==> config.mk <==
export PLATFORM = sky130hd
export DESIGN_NAME = mul_share_ctrl_flat
export DESIGN_NICKNAME = d
export VERILOG_FILES = /design/src/rtl/mul_share_ctrl_if.sv /design/src/rtl/mul_share_ctrl.sv /design/src/flat_wrapper.sv
export SDC_FILE = /design/constraint.sdc
export NUM_CORES = 1
export LEC_CHECK = 0
export BUFFER_PORTS_ARGS = -buffer_cell sky130_fd_sc_hd__buf_2
export CAP_MARGIN = 10
export CORE_MARGIN = 4
export CORE_UTILIZATION = 42
export DETAILED_ROUTE_END_ITERATION = 16
export HOLD_SLACK_MARGIN = 0.02
export PLACE_DENSITY = 0.86
export SYNTH_ARGS = -nofsm -noshare
export SYNTH_HDL_FRONTEND = slang
export SYNTH_SLANG_ARGS = --single-unit
==> constraint.sdc <==
create_clock -name clk -period 2 [get_ports clk]
set_clock_uncertainty 0.15 [all_clocks]
set_input_delay 0.2 -clock clk [delete_from_list [all_inputs] [get_ports clk]]
set_output_delay 0.2 -clock clk [all_outputs]
set_load 0.01 [all_outputs]
==> src/rtl/mul_share_ctrl_if.sv <==
// Bus between the sharing controller and the single sequential Booth multiplier.
// master = controller side, slave = multiplier side.
interface mul_share_ctrl_if #(
    parameter int N = 16
);
    logic [N-1:0]   mul_M;
    logic [N-1:0]   mul_R;
    logic           mul_enable;
    logic           mul_reset;
    logic           mul_finish;
    logic [2*N-1:0] mul_result;

    modport master (
        output mul_M, mul_R, mul_enable, mul_reset,
        input  mul_finish, mul_result
    );

    modport slave (
        input  mul_M, mul_R, mul_enable, mul_reset,
        output mul_finish, mul_result
    );
endinterface

==> src/rtl/mul_share_ctrl.sv <==
// Round-robin time-sharing of one sequential Booth multiplier among NREQ requesters,
// with fixed-point rescaling. Optional macro MUL_SHARE_SAT_EN clamps the scaled result.
module mul_share_ctrl #(
    parameter  int N    = 16,
    parameter  int FRAC = 10,
    parameter  int NREQ = 4,
    localparam int IDW  = $clog2(NREQ)
) (
    input  logic              clk,
    input  logic              reset,
    input  logic [NREQ-1:0]   req,
    input  logic [NREQ*N-1:0] opa_flat,
    input  logic [NREQ*N-1:0] opb_flat,
    output logic [NREQ-1:0]   done,
    output logic [N-1:0]      result,
    output logic [2*N-1:0]    result_raw,
    output logic [IDW-1:0]    grant_id,
    output logic              busy,
    mul_share_ctrl_if.master  mbus
);

    typedef enum logic [1:0] {
        IDLE = 2'd0,
        LOAD = 2'd1,
        RUN  = 2'd2
    } state_t;

    state_t         state_r;
    logic [IDW-1:0] rr_r;
    logic [IDW:0]   pick_s;
    logic           pick_valid_s;
    logic [IDW-1:0] pick_id_s;

    // Returns {found, index} of the first set request at or above ptr, wrapping around.
    function automatic logic [IDW:0] rr_pick(input logic [NREQ-1:0] r, input logic [IDW-1:0] ptr);
        logic           found;
        logic [IDW-1:0] idx;
        int             k;
        found = 1'b0;
        idx   = '0;
        for (int i = 0; i < NREQ; i++) begin
            k = (int'(ptr) + i) % NREQ;
            if (!found && r[k]) begin
                found = 1'b1;
                idx   = k[IDW-1:0];
            end
        end
        return {found, idx};
    endfunction

    // Arithmetic shift by FRAC (floor), then wrap or clamp into N signed bits.
    function automatic logic [N-1:0] scale(input logic [2*N-1:0] p);
        logic [2*N-1:0] sh;
        sh = $signed(p) >>> FRAC;
`ifdef MUL_SHARE_SAT_EN
        if ((sh[2*N-1:N-1] == {(N+1){1'b0}}) || (sh[2*N-1:N-1] == {(N+1){1'b1}})) begin
            return sh[N-1:0];
        end else if (sh[2*N-1]) begin
            return {1'b1, {(N-1){1'b0}}};
        end else begin
            return {1'b0, {(N-1){1'b1}}};
        end
`else
        return sh[N-1:0];
`endif
    endfunction

    // Round-robin candidate for the next grant.
    always_comb begin
        pick_s       = rr_pick(req, rr_r);
        pick_valid_s = pick_s[IDW];
        pick_id_s    = pick_s[IDW-1:0];
    end

    // Controller FSM; every output is a register updated here.
    always_ff @(posedge clk or negedge reset) begin
        if (!reset) begin
            state_r         <= IDLE;
            rr_r            <= '0;
            done            <= '0;
            result          <= '0;
            result_raw      <= '0;
            grant_id        <= '0;
            busy            <= 1'b0;
            mbus.mul_M      <= '0;
            mbus.mul_R      <= '0;
            mbus.mul_enable <= 1'b0;
            mbus.mul_reset  <= 1'b0;
        end else begin
            done <= '0;
            case (state_r)
                IDLE: begin
                    if (pick_valid_s) begin
                        grant_id        <= pick_id_s;
                        mbus.mul_M      <= opa_flat[pick_id_s*N +: N];
                        mbus.mul_R      <= opb_flat[pick_id_s*N +: N];
                        mbus.mul_enable <= 1'b1;
                        mbus.mul_reset  <= 1'b1;
                        busy            <= 1'b1;
                        state_r         <= LOAD;
                    end else begin
                        mbus.mul_enable <= 1'b0;
                        mbus.mul_reset  <= 1'b0;
                        busy            <= 1'b0;
                    end
                end
                LOAD: begin
                    mbus.mul_reset <= 1'b0;
                    state_r        <= RUN;
                end
                RUN: begin
                    if (mbus.mul_finish) begin
                        result_raw      <= mbus.mul_result;
                        result          <= scale(mbus.mul_result);
                        done            <= {{(NREQ-1){1'b0}}, 1'b1} << grant_id;
                        rr_r            <= (grant_id == IDW'(NREQ-1)) ? '0 : grant_id + 1'b1;
                        mbus.mul_enable <= 1'b0;
                        busy            <= 1'b0;
                        state_r         <= IDLE;
                    end else begin
                        mbus.mul_enable <= 1'b1;
                    end
                end
                default: begin
                    mbus.mul_enable <= 1'b0;
                    mbus.mul_reset  <= 1'b0;
                    busy            <= 1'b0;
                    state_r         <= IDLE;
                end
            endcase
        end
    end

endmodule

==> src/flat_wrapper.sv <==
// flat-port wrapper written by rule: the top's interface ports become plain ports
module mul_share_ctrl_flat 
#(
    parameter  int N    = 16,
    parameter  int FRAC = 10,
    parameter  int NREQ = 4,
    localparam int IDW  = $clog2(NREQ)
)
  (clk, reset, req, opa_flat, opb_flat, done, result, result_raw, grant_id, busy, mbus_mul_M, mbus_mul_R, mbus_mul_enable, mbus_mul_reset, mbus_mul_finish, mbus_mul_result);
  mul_share_ctrl_if #(.N(N)) mbus_i ();
  input  logic clk;
  input  logic reset;
  input  logic [NREQ-1:0] req;
  input  logic [NREQ*N-1:0] opa_flat;
  input  logic [NREQ*N-1:0] opb_flat;
  output logic [NREQ-1:0] done;
  output logic [N-1:0] result;
  output logic [2*N-1:0] result_raw;
  output logic [IDW-1:0] grant_id;
  output logic busy;
  output wire logic [$bits(mbus_i.mul_M)-1:0] mbus_mul_M;
  output wire logic [$bits(mbus_i.mul_R)-1:0] mbus_mul_R;
  output wire logic [$bits(mbus_i.mul_enable)-1:0] mbus_mul_enable;
  output wire logic [$bits(mbus_i.mul_reset)-1:0] mbus_mul_reset;
  input wire logic [$bits(mbus_i.mul_finish)-1:0] mbus_mul_finish;
  input wire logic [$bits(mbus_i.mul_result)-1:0] mbus_mul_result;
  assign mbus_mul_M = mbus_i.mul_M;
  assign mbus_mul_R = mbus_i.mul_R;
  assign mbus_mul_enable = mbus_i.mul_enable;
  assign mbus_mul_reset = mbus_i.mul_reset;
  assign mbus_i.mul_finish = mbus_mul_finish;
  assign mbus_i.mul_result = mbus_mul_result;
  mul_share_ctrl #(.N(N), .FRAC(FRAC), .NREQ(NREQ)) u_core (.clk(clk), .reset(reset), .req(req), .opa_flat(opa_flat), .opb_flat(opb_flat), .done(done), .result(result), .result_raw(result_raw), .grant_id(grant_id), .busy(busy), .mbus(mbus_i));
endmodule
; After elaboration in Yosys (flattened, before gate mapping)
; Cells that the tools add are included.
[word_totals]
ff_bits = 93
input_bits = 167
wordCells = 76
[classes]
addsub = 4
magnitude_cmp = 4
n_eq_ne = 5
n_shift = 3
n_mux = 31
bitwise = 4
reduce_logical = 14
[op_table]
columns = cell, n
row1 = $shiftx A64 B7 Y16, 2
row2 = $mux W1, 14
row3 = $mux W2, 7
row4 = $lt A3 B4 Y1 const B, 3
row5 = $bmux W1 S2, 4
row6 = $mux W4, 2
row7 = $reduce_and A2 Y1, 4
row8 = $pmux W1 S3, 2
row9 = $pmux W2 S3, 1
row10 = $reduce_or A2 Y1, 3
row11 = $add A2 B1 Y2 const B, 2
row12 = $add A2 B2 Y2 const B, 2
row13 = $eq A2 B2 Y1 const B, 2
row14 = $shl A1 B2 Y4 const A, 1
row15 = $and A1 B1 Y1 const A, 3
row16 = $logic_and A1 B1 Y1, 3
row17 = $logic_not A1 Y1, 3
row18 = $lt A2 B3 Y1 const B, 1
row19 = $eq A2 B1 Y1 const B, 1
row20 = $logic_not A2 Y1, 1
row21 = $ne A2 B1 Y1 const B, 1
row22 = $ne A2 B2 Y1 const B, 1
row23 = $pmux W1 S2, 1
row24 = $not A1 Y1, 1

; Longest topological paths before layout
[depth]
word_depth = 16
ltp_mapped = 7

; Least setup slack after synthesis
; No wires, ideal clock.
[synth_timing]
kind = reg-to-reg
startpoint = register u_core.rr_r[0]
endpoint = register u_core.mbus.mul_R[12]
t_arrival_ns = 1.550
required_time_ns = 1.718
slack_ns = 0.168
stages_incl_launch_ff = 8
n_path_buf = 2
cell_sequence = dfrtp_1 nor2b_1 a21oi_1 o221ai_1 buf_4 buf_2 mux2i_1 o221ai_2
[synth_via]
elab_chain_len = 13
elab_cells_between_ends = 30
cone_classes = add/sub: 3 / shift: 1 / mux: 19 / reduce/logical: 7
[synth_lines]
columns = item, line_no
row1 = "start, declared", mul_share_ctrl.sv:29  ; logic [IDW-1:0] rr_r;
row2 = "start signal, assigned", mul_share_ctrl.sv:116  ; rr_r <= (grant_id == IDW'(NREQ-1)) ? '0 : grant_id + 1'b1;
row3 = $add A2 B1 Y2 / $bmux W1 S2 (equally long branches), "mul_share_ctrl.sv:42, mul_share_ctrl.sv:43"
row4 = $bmux W1 S2 / $mux W1 (equally long branches), mul_share_ctrl.sv:43  ; if (!found && r[k]) begin
row5 = $mux W1 (not written as such), mul_share_ctrl.sv:43
row6 = $mux W1 (not written as such) / $logic_not A1 Y1 (equally long branches), mul_share_ctrl.sv:43
row7 = $logic_and A1 B1 Y1, mul_share_ctrl.sv:43
row8 = $mux W1, mul_share_ctrl.sv:43
row9 = $logic_not A1 Y1, mul_share_ctrl.sv:43
row10 = $logic_and A1 B1 Y1, mul_share_ctrl.sv:43
row11 = $mux W1, mul_share_ctrl.sv:43
row12 = $logic_not A1 Y1, mul_share_ctrl.sv:43
row13 = $logic_and A1 B1 Y1, mul_share_ctrl.sv:43
row14 = $mux W2 / $mux W1 (equally long branches), mul_share_ctrl.sv:43
row15 = $shiftx A64 B7 Y16 / $reduce_and A2 Y1 (equally long branches), --
row16 = "end signal, assigned", mul_share_ctrl.sv:96  ; mbus.mul_R <= opb_flat[pick_id_s*N +: N];
row17 = "end, declared", mul_share_ctrl_if.sv:14  ; output mul_M, mul_R, mul_enable, mul_reset,
; Several ways; a longest one is shown, not always the timed one. The select of a mux whose other input is x is not followed.
; A chain may end at the register's enable or synchronous reset.

; Worst setup path after layout
[layout_timing]
startpoint = register u_core.rr_r[0]
endpoint = register u_core.mbus.mul_M[12]
[layout_via]
elab_chain_len = 13
elab_cells_between_ends = 30
cone_classes = add/sub: 3 / shift: 1 / mux: 19 / reduce/logical: 7
[layout_lines]
columns = item, line_no
row1 = $add A2 B1 Y2 / $bmux W1 S2 (equally long branches), "mul_share_ctrl.sv:42, mul_share_ctrl.sv:43"
row2 = $bmux W1 S2 / $mux W1 (equally long branches), mul_share_ctrl.sv:43
row3 = $mux W1 (not written as such), mul_share_ctrl.sv:43
row4 = $mux W1 (not written as such) / $logic_not A1 Y1 (equally long branches), mul_share_ctrl.sv:43
row5 = $logic_and A1 B1 Y1, mul_share_ctrl.sv:43
row6 = $mux W1, mul_share_ctrl.sv:43
row7 = $logic_not A1 Y1, mul_share_ctrl.sv:43
row8 = $logic_and A1 B1 Y1, mul_share_ctrl.sv:43
row9 = $mux W1, mul_share_ctrl.sv:43
row10 = $logic_not A1 Y1, mul_share_ctrl.sv:43
row11 = $logic_and A1 B1 Y1, mul_share_ctrl.sv:43
row12 = $mux W2 / $mux W1 (equally long branches), mul_share_ctrl.sv:43
row13 = $shiftx A64 B7 Y16 / $reduce_and A2 Y1 (equally long branches), --
row14 = "end signal, assigned", mul_share_ctrl.sv:95  ; mbus.mul_M <= opa_flat[pick_id_s*N +: N];
row15 = "end, declared", mul_share_ctrl_if.sv:14
; Several ways; a longest one is shown, not always the timed one. The select of a mux whose other input is x is not followed.

==> impl_metrics.json <==
{
  "drive_gt1_share_pct": 53.57,
  "ys_ff_latch": 77,
  "worstSetupStartpointType": "flip-flop",
  "firstDrtPassIters": 4,
  "cts_max_level": 3,
  "grt_overflow": 0,
  "num_rows": 34,
  "antenna_left": 0,
  "setup_viol": 0,
  "clk_latency_ps": 340,
  "hpwl_um": 8818,
  "die-area_mm2": 0.01084,
  "synth_warnings": 0,
  "grtUsageTotal_pct": 22.32,
  "worstPathArrival_ps": 1970,
  "grt_max_degree": 49,
  "finalMaxSlewViolations": 0,
  "grt_pass1_wl_um": 19690,
  "die_x_um": 104.1,
  "core_mm2": 0.008848,
  "io_buffers": 255,
  "fin_nets": 782,
  "mappedNetlistArea_mm2": 0.003880,
  "yosysUniqueCellTypes": 27,
  "path_clk_slew_ps": 90,
  "fin_cells": 724,
  "peakVddDrop_mv": 0.7633,
  "syn_avg_cell_area_um2": 11.94,
  "drtIter0Drc": 191,
  "path_max_fanout": 15,
  "wl_um": 12360,
  "tightest_slew_ps": 408.2,
  "holdWs_ps": 34.41,
  "cts_buffers": 9,
  "cts_max_path_buffers": 2,
  "placed_cell_area_mm2": 0.005214,
  "critPathCaptureType": "flip-flop",
  "num_vias": 3722,
  "crit_type": "reg -> reg",
  "p_per_area_mw_per_mm2": 1387,
  "dp_cells": 662,
  "area_delta_synth_final_pct": 52.02,
  "mostFrequentLayoutCell": "buf_2",
  "holdCritPathClass": "in -> reg",
  "die_h_um": 104.1,
  "antenna_found_initial": 0,
  "min_period_ps": 1919,
  "maxSlewHeadroom_pct": 72.79,
  "root_buffer": "clkbuf_8",
  "synth_cells": 325,
  "numClockSinks": 77,
  "layout_common_cells": "buf_2 (254), dfrtp_1 (76), mux2i_1 (62), dlygate4sd3_1 (41), nand2_1 (37)",
  "post-route-period-util_pct": 95.94,
  "fmax_mhz": 521.2,
  "num_antenna_cells": 0,
  "io-pin-count": 256,
  "place.gp.congestion": 0.8479,
  "first_global_vias": 3984,
  "final_cell_area_mm2": 0.005898,
  "cp.required_ps": 2050,
  "total_leakage_power_uw": 0.003181,
  "drv_cap": 0,
  "start_util_pct": 43.85,
  "drcViolationCount": 0,
  "synth_nets": 496,
  "reg2reg_slack_ps": 80,
  "tritoncts": "done",
  "status": "completed",
  "timing.setup.tns_ps": 0,
  "ys_seq_area_share_pct": 49.66,
  "power.total_uw": 8179,
  "wire_per_inst_um": 17.07,
  "report.final.hold_viol_count": 0,
  "vias_per_cell": 5.141
}
[worst max-delay path, cell delays in order (launching register included)]
cell and delay [ps]:
dfrtp_1 400, buf_4 150, nor2b_2 130, o21ai_2 100, o221ai_4 90, buf_12 170, buf_16 160, mux2i_1 270
o221ai_1 150
[layout make-up]
cell class	instances	area (um^2)
clock inverter	6	46.29
fill	643	2950
tap	108	135.1
sequential	77	1928
multi-input combinational	201	1703
clock buffer	10	127.6
inverter	9	33.78
timing repair buffer	313	1924
[cells in the mapped netlist]
| library cell | number | share of area (%) |
|---|---|---|
| nand3_1 | 1 | 0.13 |
| a21o_1 | 1 | 0.19 |
| buf_4 | 19 | 3.7 |
| o221ai_1 | 32 | 7.2 |
| or2_1 | 1 | 0.16 |
| inv_1 | 9 | 0.87 |
| nand2_1 | 37 | 3.6 |
| o221ai_2 | 1 | 0.39 |
| buf_1 | 1 | 0.097 |
| nor2_1 | 9 | 0.87 |
| buf_6 | 4 | 1.2 |
| o2111ai_1 | 1 | 0.23 |
| o31ai_1 | 1 | 0.19 |
| nor2b_1 | 3 | 0.48 |
| mux2_2 | 33 | 9.6 |
| nor4_2 | 1 | 0.32 |
| ha_1 | 4 | 1.3 |
| clkbuf_1 | 5 | 0.48 |
| a21oi_1 | 3 | 0.39 |
| mux2i_1 | 64 | 17 |
| nand3b_1 | 1 | 0.19 |
| o22ai_1 | 1 | 0.16 |
| a21boi_0 | 1 | 0.19 |
| or3_1 | 1 | 0.16 |
| buf_2 | 9 | 1.2 |
| dfrtp_1 | 77 | 50 |
| o21ai_0 | 5 | 0.64 |
[metrics by stage]
step                      worst slack, ps  utilization [%]
after floorplan                     168.4                -
after global placement              20.82            58.92
after detailed placement           -84.87            58.92
after CTS                           40.98            65.92
after global routing               -2.573            66.66
final                               81.20            66.66
[per-layer routing]
metal  GRT usage (%)  part of all wire (%)
met5               0                     0
met4           9.782                   3.0
met3           5.711                   7.6
met2           41.36                    54
met1           23.75                    36
[final timing paths]
kind	to	start	cells after the start
worst max-delay path	u_core.mbus.mul_M[12]$_DFFE_PN0P_	u_core.rr_r[0]$_DFFE_PN0P_	8
worst min-delay path	u_core.mbus.mul_M[15]$_DFFE_PN0P_	opa_flat[63]	3
worst max register to register	u_core.mbus.mul_M[12]$_DFFE_PN0P_	u_core.rr_r[0]$_DFFE_PN0P_	8
worst min register to register	u_core.mbus.mul_M[7]$_DFFE_PN0P_	u_core.mbus.mul_M[7]$_DFFE_PN0P_	2
max in group asynchronous	u_core.mbus.mul_M[7]$_DFFE_PN0P_	reset	3
min in group asynchronous	u_core.result_raw[29]$_DFFE_PN0P_	reset	2
[kinds of logic (layout without fill, tap and decap cells)]
group / count (synthesis) / count (layout) / share of synthesized area (%)
compound gates: 46 / 46 / 9.610
fa+ha+maj: 4 / 4 / 1.290
buf+inv: 47 / 338 / 7.449
flops: 77 / 77 / 49.66
mux: 97 / 97 / 26.09
simple gates: 54 / 54 / 5.901
[state kept, by name, indices dropped and copies added (netlist names), 2 cells and up]
signal,cells
u_core.state_r,2
u_core.result_raw,17
u_core.result,15
u_core.done,4
u_core.mbus.mul_R,16
u_core.mbus.mul_M,16
u_core.rr_r,2
u_core.grant_id,2
[power by group]
group          internal (uW)  leakage [uW]  switching (uW)  total (uW)
registers               2320      0.000938             464        2790
clock network            460     0.0000833             603        1060
logic                   2120       0.00216            2210        4330
total                   4900       0.00318            3280        8180
[what timing repair did]
item,CTS,global route
hold buffers,41,0
pin swaps,1,0
buffers inserted,3,1
gates resized for setup,1,9
setup endpoints to repair,31,26
gates cloned,0,1
hold endpoints to repair,86,0
No activity file was read; power rests on OpenSTA's default activity.
